**config.mk**
```make
export PLATFORM = sky130hd
export DESIGN_NAME = lsu_controller
export DESIGN_NICKNAME = d
export VERILOG_FILES = /design/src/rtl/lsu_pkg.sv /design/src/rtl/lsu_lane_align.sv /design/src/rtl/lsu_controller.sv
export SDC_FILE = /design/constraint.sdc
export NUM_CORES = 1
export LEC_CHECK = 0
export BUFFER_PORTS_ARGS = -buffer_cell sky130_fd_sc_hd__buf_2
export CELL_PAD_IN_SITES_DETAIL_PLACEMENT = 0
export CELL_PAD_IN_SITES_GLOBAL_PLACEMENT = 1
export CORE_AREA = 2 2 132 134
export DETAILED_ROUTE_END_ITERATION = 8
export DIE_AREA = 0 0 134 136
export GPL_TIMING_DRIVEN = 0
export PLACE_DENSITY = 0.64
export REMOVE_ABC_BUFFERS = 1
export SYNTH_ARGS = -nofsm -noshare
export SYNTH_HDL_FRONTEND = slang
export SYNTH_SLANG_ARGS = --single-unit
```
**constraint.sdc**
```tcl
create_clock -name clk -period 2.3 [get_ports clk]
set_clock_uncertainty 0.1 [all_clocks]
set_input_delay 0.46 -clock clk [delete_from_list [all_inputs] [get_ports clk]]
set_output_delay 0.46 -clock clk [all_outputs]
set_load 0.02 [all_outputs]
```
**src/rtl/lsu_pkg.sv**
```systemverilog
// Shared types for the load/store sequencer: FSM states, funct3 encodings and
// the access-size decode.
package lsu_pkg;

  typedef enum logic [1:0] {
    StIdle,
    StBusy,
    StDone
  } lsu_state_e;

  typedef enum logic [1:0] {
    SzByte,
    SzHalf,
    SzWord
  } lsu_size_e;

  localparam logic [2:0] LS_B  = 3'b000;
  localparam logic [2:0] LS_H  = 3'b001;
  localparam logic [2:0] LS_W  = 3'b010;
  localparam logic [2:0] LS_BU = 3'b100;
  localparam logic [2:0] LS_HU = 3'b101;

  // Undefined funct3 encodings fall through to a word access.
  function automatic lsu_size_e ls_size(input logic [2:0] funct3);
    case (funct3)
      LS_B, LS_BU: return SzByte;
      LS_H, LS_HU: return SzHalf;
      default:     return SzWord;
    endcase
  endfunction

endpackage

```
**src/rtl/lsu_lane_align.sv**
```systemverilog
// Combinational lane logic: alignment check, byte enables, store-data shift
// into its byte lane and load-data shift back down to bit 0.
module lsu_lane_align
  import lsu_pkg::*;
(
  input  logic [2:0]  load_store,
  input  logic [1:0]  addr_lo,
  input  logic [31:0] wdata,
  input  logic [1:0]  rd_off,
  input  logic [31:0] rdata_raw,
  output logic        aligned,
  output logic [3:0]  be,
  output logic [31:0] wdata_lane,
  output logic [31:0] rdata_lane
);

  always_comb begin
    aligned = 1'b1;
    be      = 4'b1111;
    case (ls_size(load_store))
      SzByte: be = 4'b0001 << addr_lo;
      SzHalf: begin
        aligned = ~addr_lo[0];
        be      = 4'b0011 << {addr_lo[1], 1'b0};
      end
      default: aligned = (addr_lo == 2'b00);
    endcase
  end

  assign wdata_lane = wdata << {addr_lo, 3'b000};
  assign rdata_lane = rdata_raw >> {rd_off, 3'b000};

endmodule

```
**src/rtl/lsu_controller.sv**
```systemverilog
// Load/store sequencer with req/ack bus handshake; stalls the pipeline until
// the bus transaction completes. Define LSU_TIMEOUT_EN to add a BUSY timeout.
module lsu_controller
  import lsu_pkg::*;
#(
  parameter int unsigned TIMEOUT_CYCLES = 255
)
(
  input  logic        clk,
  input  logic        reset,
  input  logic        mem_read,
  input  logic        mem_write,
  input  logic [2:0]  load_store,
  input  logic [31:0] addr,
  input  logic [31:0] wdata,
  output logic        stall,
  output logic [31:0] rdata_out,
  output logic        misalign,
  output logic        bus_req,
  output logic        bus_we,
  output logic [31:0] bus_addr,
  output logic [3:0]  bus_be,
  output logic [31:0] bus_wdata,
  input  logic        bus_ack,
  input  logic [31:0] bus_rdata,
  output logic        bus_err
);

  lsu_state_e  state_q;
  logic [1:0]  off_q;
  logic        access;
  logic        aligned;
  logic [3:0]  be_next;
  logic [31:0] wdata_next;
  logic [31:0] rdata_next;

  assign access = mem_read | mem_write;

  // Read shift uses the offset captured at launch, not the live address.
  lsu_lane_align u_lane_align (
    .load_store (load_store),
    .addr_lo    (addr[1:0]),
    .wdata      (wdata),
    .rd_off     (off_q),
    .rdata_raw  (bus_rdata),
    .aligned    (aligned),
    .be         (be_next),
    .wdata_lane (wdata_next),
    .rdata_lane (rdata_next)
  );

  always_comb begin
    stall    = 1'b0;
    misalign = 1'b0;
    if (reset) begin
      case (state_q)
        StIdle: begin
          stall    = access & aligned;
          misalign = access & ~aligned;
        end
        StBusy:  stall = 1'b1;
        default: ;
      endcase
    end
  end

`ifdef LSU_TIMEOUT_EN
  localparam logic [7:0] TimeoutLast = 8'(TIMEOUT_CYCLES - 1);
  logic [7:0] cnt_q;
`else
  assign bus_err = 1'b0;
`endif

  always_ff @(posedge clk or negedge reset) begin
    if (!reset) begin
      state_q   <= StIdle;
      off_q     <= 2'b00;
      bus_req   <= 1'b0;
      bus_we    <= 1'b0;
      bus_addr  <= 32'h0;
      bus_be    <= 4'h0;
      bus_wdata <= 32'h0;
      rdata_out <= 32'h0;
`ifdef LSU_TIMEOUT_EN
      cnt_q     <= 8'h0;
      bus_err   <= 1'b0;
`endif
    end else begin
      case (state_q)
        StIdle: begin
          if (access && aligned) begin
            state_q   <= StBusy;
            off_q     <= addr[1:0];
            bus_req   <= 1'b1;
            bus_we    <= mem_write;
            bus_addr  <= {addr[31:2], 2'b00};
            bus_be    <= be_next;
            bus_wdata <= wdata_next;
          end
        end
        StBusy: begin
          if (bus_ack) begin
            rdata_out <= rdata_next;
            bus_req   <= 1'b0;
            state_q   <= StDone;
`ifdef LSU_TIMEOUT_EN
            cnt_q     <= 8'h0;
`endif
          end
`ifdef LSU_TIMEOUT_EN
          else if (cnt_q == TimeoutLast) begin
            rdata_out <= 32'h0;
            bus_req   <= 1'b0;
            bus_err   <= 1'b1;
            cnt_q     <= 8'h0;
            state_q   <= StDone;
          end else begin
            cnt_q <= cnt_q + 8'd1;
          end
`endif
        end
        default: begin
          state_q <= StIdle;
`ifdef LSU_TIMEOUT_EN
          bus_err <= 1'b0;
`endif
        end
      endcase
    end
  end

endmodule

```
# After elaboration in Yosys (flattened, before gate mapping)
# Cells that the tools add are included.
# word_totals
output_inout_bits,105
regBits,104
# classes
reduce_logical,12
mux,13
bitwise_logic,5
shifts,4
n_eq_ne,7
# op_table
operator,count
left shift 32 x 5 -> 32 bit,1
>> shifter 32 x 5 -> 32 bit,1
case mux 2 bit (2 select lines),2
case mux 4 bit (2 select lines),1
"== test 3 bit, second input constant",2
zero test 2 bit,3
case mux 1 bit (2 select lines),3
AND reduction 2 bit,3
2-to-1 mux 1 bit,5
"== test 2 x 1 -> 1 bit, second input constant",2
2-to-1 mux 2 bit,2
"inequality test 2 bit, second input constant",2
OR reduction 2 bit,2
"left shift 1 x 2 -> 4 bit, first input constant",1
"left shift 2 x 2 -> 4 bit, first input constant",1
"== test 3 x 1 -> 1 bit, second input constant",1
zero test 3 bit,1
AND reduction 3 bit,1
AND 1 bit,2
NOT 1 bit,2
nonzero test 2 bit,1
logical AND 1 bit,1
bitwise OR 1 bit,1

# Depth between registers and ports, before layout
# Gate-level depths: netlist of run 1.
# logic_depth
depth_word,9
ltp_mapped,6
ltp_nobuf,3

# Cells and area by module
# From an unflattened synthesis of run 1, not the netlist that was laid out.
# unflattened
cells_unflattened,370
area_unflattened_um2,5392.7
# by_module_without_submodules
module,area_per_inst_um2,cells_each,instances,seq_area_each_um2
lsu_controller,4247.8,232,1,2602.5
lsu_lane_align,1144.8,138,1,0.0

# Worst setup path before layout of run 1
# OpenSTA, ideal clock, no wires.
# synth_timing
path_type,input-to-output
from,input port load_store[1]
to,output port stall
required_ns,1.740
stages,6
setup_slack_ns,0.146
arrival_time_ns,1.594
cell_sequence,buf_2 > nor2_2 > o211ai_2 > buf_6 > buf_6 > a21oi_1
# synth_via
elab_chain_cells,8
elab_cells_between_ends,13
cone_classes,4 x eq/ne; 4 x mux; 1 x bitwise; 4 x reduce/logical
# synth_lines
element,line,text
from (decl),lsu_controller.sv:13,"input logic [2:0] load_store,"
"== test 3 x 1 -> 1 bit, or another cell as far along",lsu_pkg.sv:25,case (funct3)
OR reduction 2 bit,lsu_pkg.sv:25,
case mux 2 bit (2 select lines) (*),lsu_pkg.sv:25,
== test 2 x 1 -> 1 bit or zero test 2 bit (tied branches),lsu_lane_align.sv:20,case (ls_size(load_store))
case mux 1 bit (2 select lines) (*),lsu_lane_align.sv:20,
AND 1 bit (*),lsu_controller.sv:58,stall = access & aligned;
case mux 1 bit (2 select lines) (*),lsu_controller.sv:56,case (state_q)
2-to-1 mux 1 bit (*),lsu_controller.sv:55,if (reset) begin
to (decl),lsu_controller.sv:16,"output logic stall,"
# Every way passes the cells marked *; elsewhere a longest branch is shown, timed or not.

# Worst setup path in the final report of run 1
# layout_timing
from,register state_q[0]
to,output port stall
# layout_via
elab_chain_cells,3
elab_cells_between_ends,4
cone_classes,1 x eq/ne; 2 x mux; 1 x reduce/logical
# layout_lines
element,line,text
from (decl),lsu_controller.sv:29,lsu_state_e state_q;
from (signal assigned),lsu_controller.sv:76,state_q <= StIdle;
from (signal assigned),lsu_controller.sv:92,state_q <= StBusy;
from (signal assigned),lsu_controller.sv:105,state_q <= StDone;
== test 2 x 1 -> 1 bit or zero test 2 bit (tied branches),lsu_controller.sv:56,
case mux 1 bit (2 select lines) (*),lsu_controller.sv:56,
2-to-1 mux 1 bit (*),lsu_controller.sv:55,
# Marked as above.

==> impl_metrics.py, run 1 <==
metrics = {
    "floorplanning": {
        "start_util_pct": 29.1,
        "ios": 209,
        "die_w_um": 134,
        "die_y_um": 136,
        "die_area_mm2": 0.0182,
        "num_rows": 48,
        "coreArea_mm2": 0.0169,
    },
    "grt": {
        "grt_pass1_wl_um": 20800,
        "grtUsageMet2_pct": 24.1,
        "grt_pass1_vias": 4039,
        "grt_max_degree": 52,
        "grt_overflow": 0,
        "use_met1_pct": 18.6,
        "grt_usage_pct": 14.5,
        "grt.busiest_layer": "met2",
        "antenna_found_initial": 0,
        "grt_util_met3_pct": 2.76,
    },
    "layout": {
        "syn2layout_area_growth_pct": 35.1,
        "fin_area_mm2": 0.00665,
        "fillCellCount": 1655,
        "final_common_cell": "buf_2",
        "final_util_pct": 39.4,
        "diodes": 0,
        "fin_nets": 692,
        "mostFrequentLayoutCells": "buf_2 (201), dfrtp_1 (102), mux2_2 (65), mux2i_1 (64), nand2_1 (35)",
        "drive_above_1_share_pct": 51.3,
    },
    "flow_run": {
        "maxCapViolations": 0,
    },
    "yosys": {
        "synthArstFlopShare_pct": 100,
        "synth_ff_type": "dfrtp_1",
        "seq_area_frac_synth_pct": 52.9,
        "yosysUniqueCellTypes": 40,
        "synth-edff-count": 0,
        "netlist_area_mm2": 0.00492,
        "synth_area_per_cell_um2": 12.5,
        "synthCells": 393,
        "yosys_register_bits": 104,
        "ys_warn_count": 0,
    },
    "cts": {
        "root_buffer": "clkbuf_16",
        "cts_tree": "done",
        "cts.sinks": 104,
        "clkLatencyLatePin_ns": 0.34,
        "clkTransAtPathRegs_ns": 0.07,
        "cts_buffers": 9,
        "htree_num_levels": 3,
        "cts_buffer_depth": 2,
    },
    "power_and_ir_drop": {
        "cellLeakagePower_nw": 3.35,
        "peakVddDrop_mv": 0.464,
        "total_power_mw": 8.59,
        "cellPowerDensity_mw_per_mm2": 1290,
    },
    "route": {
        "via_count": 3727,
        "drc": 0,
        "first_pass_iters": 4,
        "vias_per_cell": 4.56,
        "wire_per_inst_um": 15.9,
        "drt-total-wl_um": 13000,
        "drt_iter0_markers": 99,
        "antenna_left": 0,
    },
    "setup_path": {
        "crit_family": "flip-flops",
        "cp_num_buf_inv": 2,
        "cp-start-kind": "flop",
        "arrival_ns": 1.68,
        "path_cells": "nor2_4 > o211ai_4 > buf_12 > a21oi_1 > buf_2",
        "r2r_slack_ns": 0.11,
        "worstSetupPathType": "flop to primary output",
        "critPathRequiredTime_ns": 1.74,
        "crit_start": "state_q[0]",
        "critPathMaxFanout": 28,
        "r2r_start": "state_q[1]",
        "endpoint_kind": "primary output",
        "critPathSlowestCell": "dfrtp_1",
        "max_stage_delay_ns": 0.43,
    },
    "timing": {
        "hold_viol": 0,
        "grt_setup_unrepaired": "false",
        "fin_crit_ns": 2.24,
        "finalMaxSlewViolations": 0,
        "max_slew_margin_pct": 48.2,
        "max_freq_mhz": 447,
        "worst_pin_slew_ns": 0.776,
        "finalSetupViolCount": 0,
        "period_share_pct": 97.3,
        "whs_ns": 0.0559,
    },
    "worst_hold_path": {
        "min_path_type": "input port to asynchronous set/reset pin",
    },
    "placement": {
        "io_buffers": 204,
        "place_hpwl_um": 9320,
        "place_area_mm2": 0.00615,
        "place_congestion": 0.757,
    },
    "outcome": {
        "run_status": "finished clean",
    },
}
==> final timing paths <==
path | endpoint | depth (start not counted)
worst min-delay path | rdata_out[12] | 3
min in group clk | state_q[0] | 2
worst max register to register | rdata_out[0] | 5
worst max-delay path | stall | 5
max in group asynchronous | rdata_out[0] | 3
worst min register to register | rdata_out[23] | 2
==> cells in the mapped netlist, types with 2 or more instances <==
library cell	count	area, um^2
clkbuf_1	8	30.0
buf_4	12	90.1
a22o_1	8	70.1
nand2_1	35	131
mux2_2	65	732
o2bb2ai_1	8	70.1
nor2_1	12	45.0
inv_1	4	15.0
a2bb2oi_1	8	70.1
buf_6	2	22.5
dfrtp_1	104	2600
o31ai_1	10	75.1
mux2i_1	64	641
o21ai_0	16	80.1
nor2b_1	3	18.8
buf_2	10	50.1
==> power by group <==
part           total (mW)  switching (mW)  internal, mW
Combinational        3.59            2.05          1.54
Clock                1.81           0.688          1.12
Sequential           3.19           0.569          2.62
Total                8.59            3.30          5.29
==> kinds of logic after synthesis <==
family	after synthesis	synth area share [%]
AO/OA/AOI/OAI	60	9.23
XOR/XNOR	2	0.356
buffers and inverters	38	4.38
flip-flops	104	52.9
multiplexers	129	27.9
other	1	0.0762
AND/OR/NAND/NOR	59	5.14
==> tightest hold or removal path: stages <==
cell and delay, ns:
buf_8 0.10, buf_16 0.10, buf_16 0.21
==> stage by stage <==
stage | setup slack (ns) | TNS [ns] | instances
final | 0.0628 | 0 | 818
after global routing | 0.00839 | 0 | 818
after CTS | 0.00334 | 0 | 817
after detailed placement | -0.717 | -26.28 | 796
after global placement | -2.92 | -241.77 | 791
after floorplan | -1.07 | -43.43 | 362
==> layer usage <==
layer | share of wire (%) | up-vias
met5 | 0 | -
met4 | 2.1 | 0
met3 | 4.9 | 16
met2 | 48 | 110
met1 | 45 | 1811
li1 | - | 1790
==> area by class of cell <==
| type | instances | area, um^2 | share of cell area, % |
|---|---|---|---|
| Tap cell | 225 | 282 | 4.24 |
| Clock buffer | 11 | 253 | 3.80 |
| Multi-Input combinational cell | 253 | 2120 | 32.0 |
| Sequential cell | 104 | 2610 | 39.2 |
| Inverter | 5 | 18.8 | 0.282 |
| Timing Repair Buffer | 215 | 1260 | 19.0 |
| Clock inverter | 5 | 103 | 1.54 |
==> sequential cells by signal, indices dropped and copies added (netlist names) <==
signal / cells
bus_addr: 30
bus_be: 4
bus_req: 1
bus_wdata: 32
bus_we: 1
off_q: 2
rdata_out: 32
state_q: 2
==> what timing repair did <==
item                                   4_1_cts  5_1_grt
resized for setup                            8        2
buffers inserted                             1        1
endpoints found under the hold margin       44        0
hold buffers                                 4        0
pin swaps                                    1        1
setup endpoints to repair                   56        9
Note: power is estimated with default switching activity, not from simulation.
==> run 2: changes to the inputs <==
- RECOVER_POWER: not set -> 100
==> impl_metrics.py, run 2 (synthesis results as in run 1) <==
metrics = {
    "route": {
        "drt_iter0_markers": 83,
        "drt-total-wl_um": 13100,
        "first_pass_iters": 4,
        "drc": 0,
        "wire_per_inst_um": 16.0,
        "antenna_left": 0,
        "via_count": 3732,
        "vias_per_cell": 4.56,
    },
    "cts": {
        "clkTransAtPathRegs_ns": 0.07,
        "clkLatencyLatePin_ns": 0.34,
        "cts_buffers": 9,
        "cts_tree": "done",
        "cts_buffer_depth": 2,
        "root_buffer": "clkbuf_16",
        "cts.sinks": 104,
        "htree_num_levels": 3,
    },
    "floorplanning": {
        "coreArea_mm2": 0.0169,
        "die_w_um": 134,
        "die_area_mm2": 0.0182,
        "die_y_um": 136,
        "start_util_pct": 29.1,
        "num_rows": 48,
        "ios": 209,
    },
    "timing": {
        "max_slew_margin_pct": 11.8,
        "grt_setup_unrepaired": "false",
        "max_freq_mhz": 447,
        "finalSetupViolCount": 0,
        "period_share_pct": 97.3,
        "whs_ns": 0.217,
        "finalMaxSlewViolations": 0,
        "fin_crit_ns": 2.24,
        "setup_tns_ns": 0,
        "hold_viol": 0,
        "worst_pin_slew_ns": 1.32,
    },
    "power_and_ir_drop": {
        "cellPowerDensity_mw_per_mm2": 1300,
        "peakVddDrop_mv": 0.456,
        "cellLeakagePower_nw": 2.99,
    },
    "placement": {
        "place_congestion": 0.757,
        "place_hpwl_um": 9320,
        "io_buffers": 204,
    },
    "setup_path": {
        "reg2reg_to": "rdata_out[0]",
        "endpoint_kind": "primary output",
        "worstSetupPathType": "flop to primary output",
        "worstRegToRegCells": 5,
        "r2r_start": "state_q[1]",
        "critPathRequiredTime_ns": 1.74,
        "critPathMaxFanout": 28,
        "cp-start-kind": "flop",
        "arrival_ns": 1.68,
        "r2r_slack_ns": 0.12,
    },
    "worst_hold_path": {
        "hold_depth": 2,
        "min_path_type": "input port to flop",
        "hp-start": "bus_ack",
        "hold_end": "state_q[0]",
    },
    "layout": {
        "diodes": 0,
        "top_regs": "bus_wdata (32), rdata_out (32), bus_addr (30)",
        "mostFrequentLayoutCells": "dfrtp_1 (102), clkbuf_1 (102), buf_2 (101), mux2_2 (65), mux2i_1 (64)",
        "fin_nets": 692,
        "drive_above_1_share_pct": 33.7,
        "syn2layout_area_growth_pct": 30.4,
    },
    "outcome": {
        "run_status": "finished clean",
    },
    "grt": {
        "grt_pass1_vias": 4039,
        "grt_pass1_wl_um": 20800,
        "grt_max_degree": 52,
        "grt_usage_pct": 14.5,
        "grt_overflow": 0,
        "antenna_found_initial": 0,
    },
    "flow_run": {
        "maxCapViolations": 0,
    },
}
==> run 2: changes by cell type in the layout (fill, tap and decap cells not counted), moves of 3 or more <==
cell | before | now
buf_16 | 5 | 1
buf_2 | 201 | 101
clkbuf_1 | 0 | 102
clkbuf_2 | 0 | 3
==> run 2: timing repair <==
| action | in CTS | in global routing |
|---|---|---|
| hold endpoints to repair | 44 | 0 |
| resized for setup | 8 | 2 |
| hold buffers | 4 | 0 |
| setup endpoints to repair | 56 | 9 |
| setup buffers | 1 | 1 |
| pin swaps | 1 | 1 |
==> run 2: worst max path at each step <==
stage | startpoint | endpoint | slack (ns)
floorplan | load_store[1] | stall | -1.07
global placement | addr[0] | stall | -2.92
detailed placement | addr[0] | stall | -0.72
CTS | addr[1] | stall | 0.003
global route | state_q[0] | stall | 0.009
finish | state_q[0] | stall | 0.06
==> run 2: final cells by class <==
type / count / area, um^2
sequential: 104 / 2610
fill: 1717 / 10500
inverter: 5 / 18.8
clock buffer: 11 / 253
multi-input combinational: 253 / 2120
clock inverter: 5 / 103
timing repair buffer: 215 / 1040
tap: 225 / 282
==> run 2: worst max-delay path, stage by stage, from the launching register on <==
cell and delay (ns):
dfrtp_1 0.43, nor2_4 0.19, o211ai_4 0.11, buf_12 0.18
a21oi_1 0.21, buf_2 0.20
==> run 2: stage by stage <==
stage | area [um^2] | instances | setup slack (ns) | utilization [%] | total power [mW]
after floorplan | 4730 | 362 | -1.07 | - | 5.40
after global placement | 6030 | 791 | -2.92 | 35.7 | 6.73
after detailed placement | 6150 | 796 | -0.717 | 36.5 | 6.83
after CTS | 6630 | 817 | 0.00334 | 39.3 | 8.72
after global routing | 6410 | 818 | 0.00876 | 38.0 | 8.91
final | 6410 | 818 | 0.0617 | 38.0 | 8.36
==> run 2: where the power goes <==
| part | switching, mW | total (mW) | internal (mW) |
|---|---|---|---|
| registers | 0.590 | 3.21 | 2.62 |
| logic | 2.04 | 3.34 | 1.30 |
| clock network | 0.682 | 1.80 | 1.12 |
| total | 3.32 | 8.36 | 5.05 |
==> run 2: per-layer routing <==
metal,vias up,part of all wire [%],global-route usage [%]
met3,16,4.8,2.76
met5,-,0,0
met1,1821,45,18.6
met4,0,2.2,6.38
met2,106,48,24.1
li1,1789,-,-
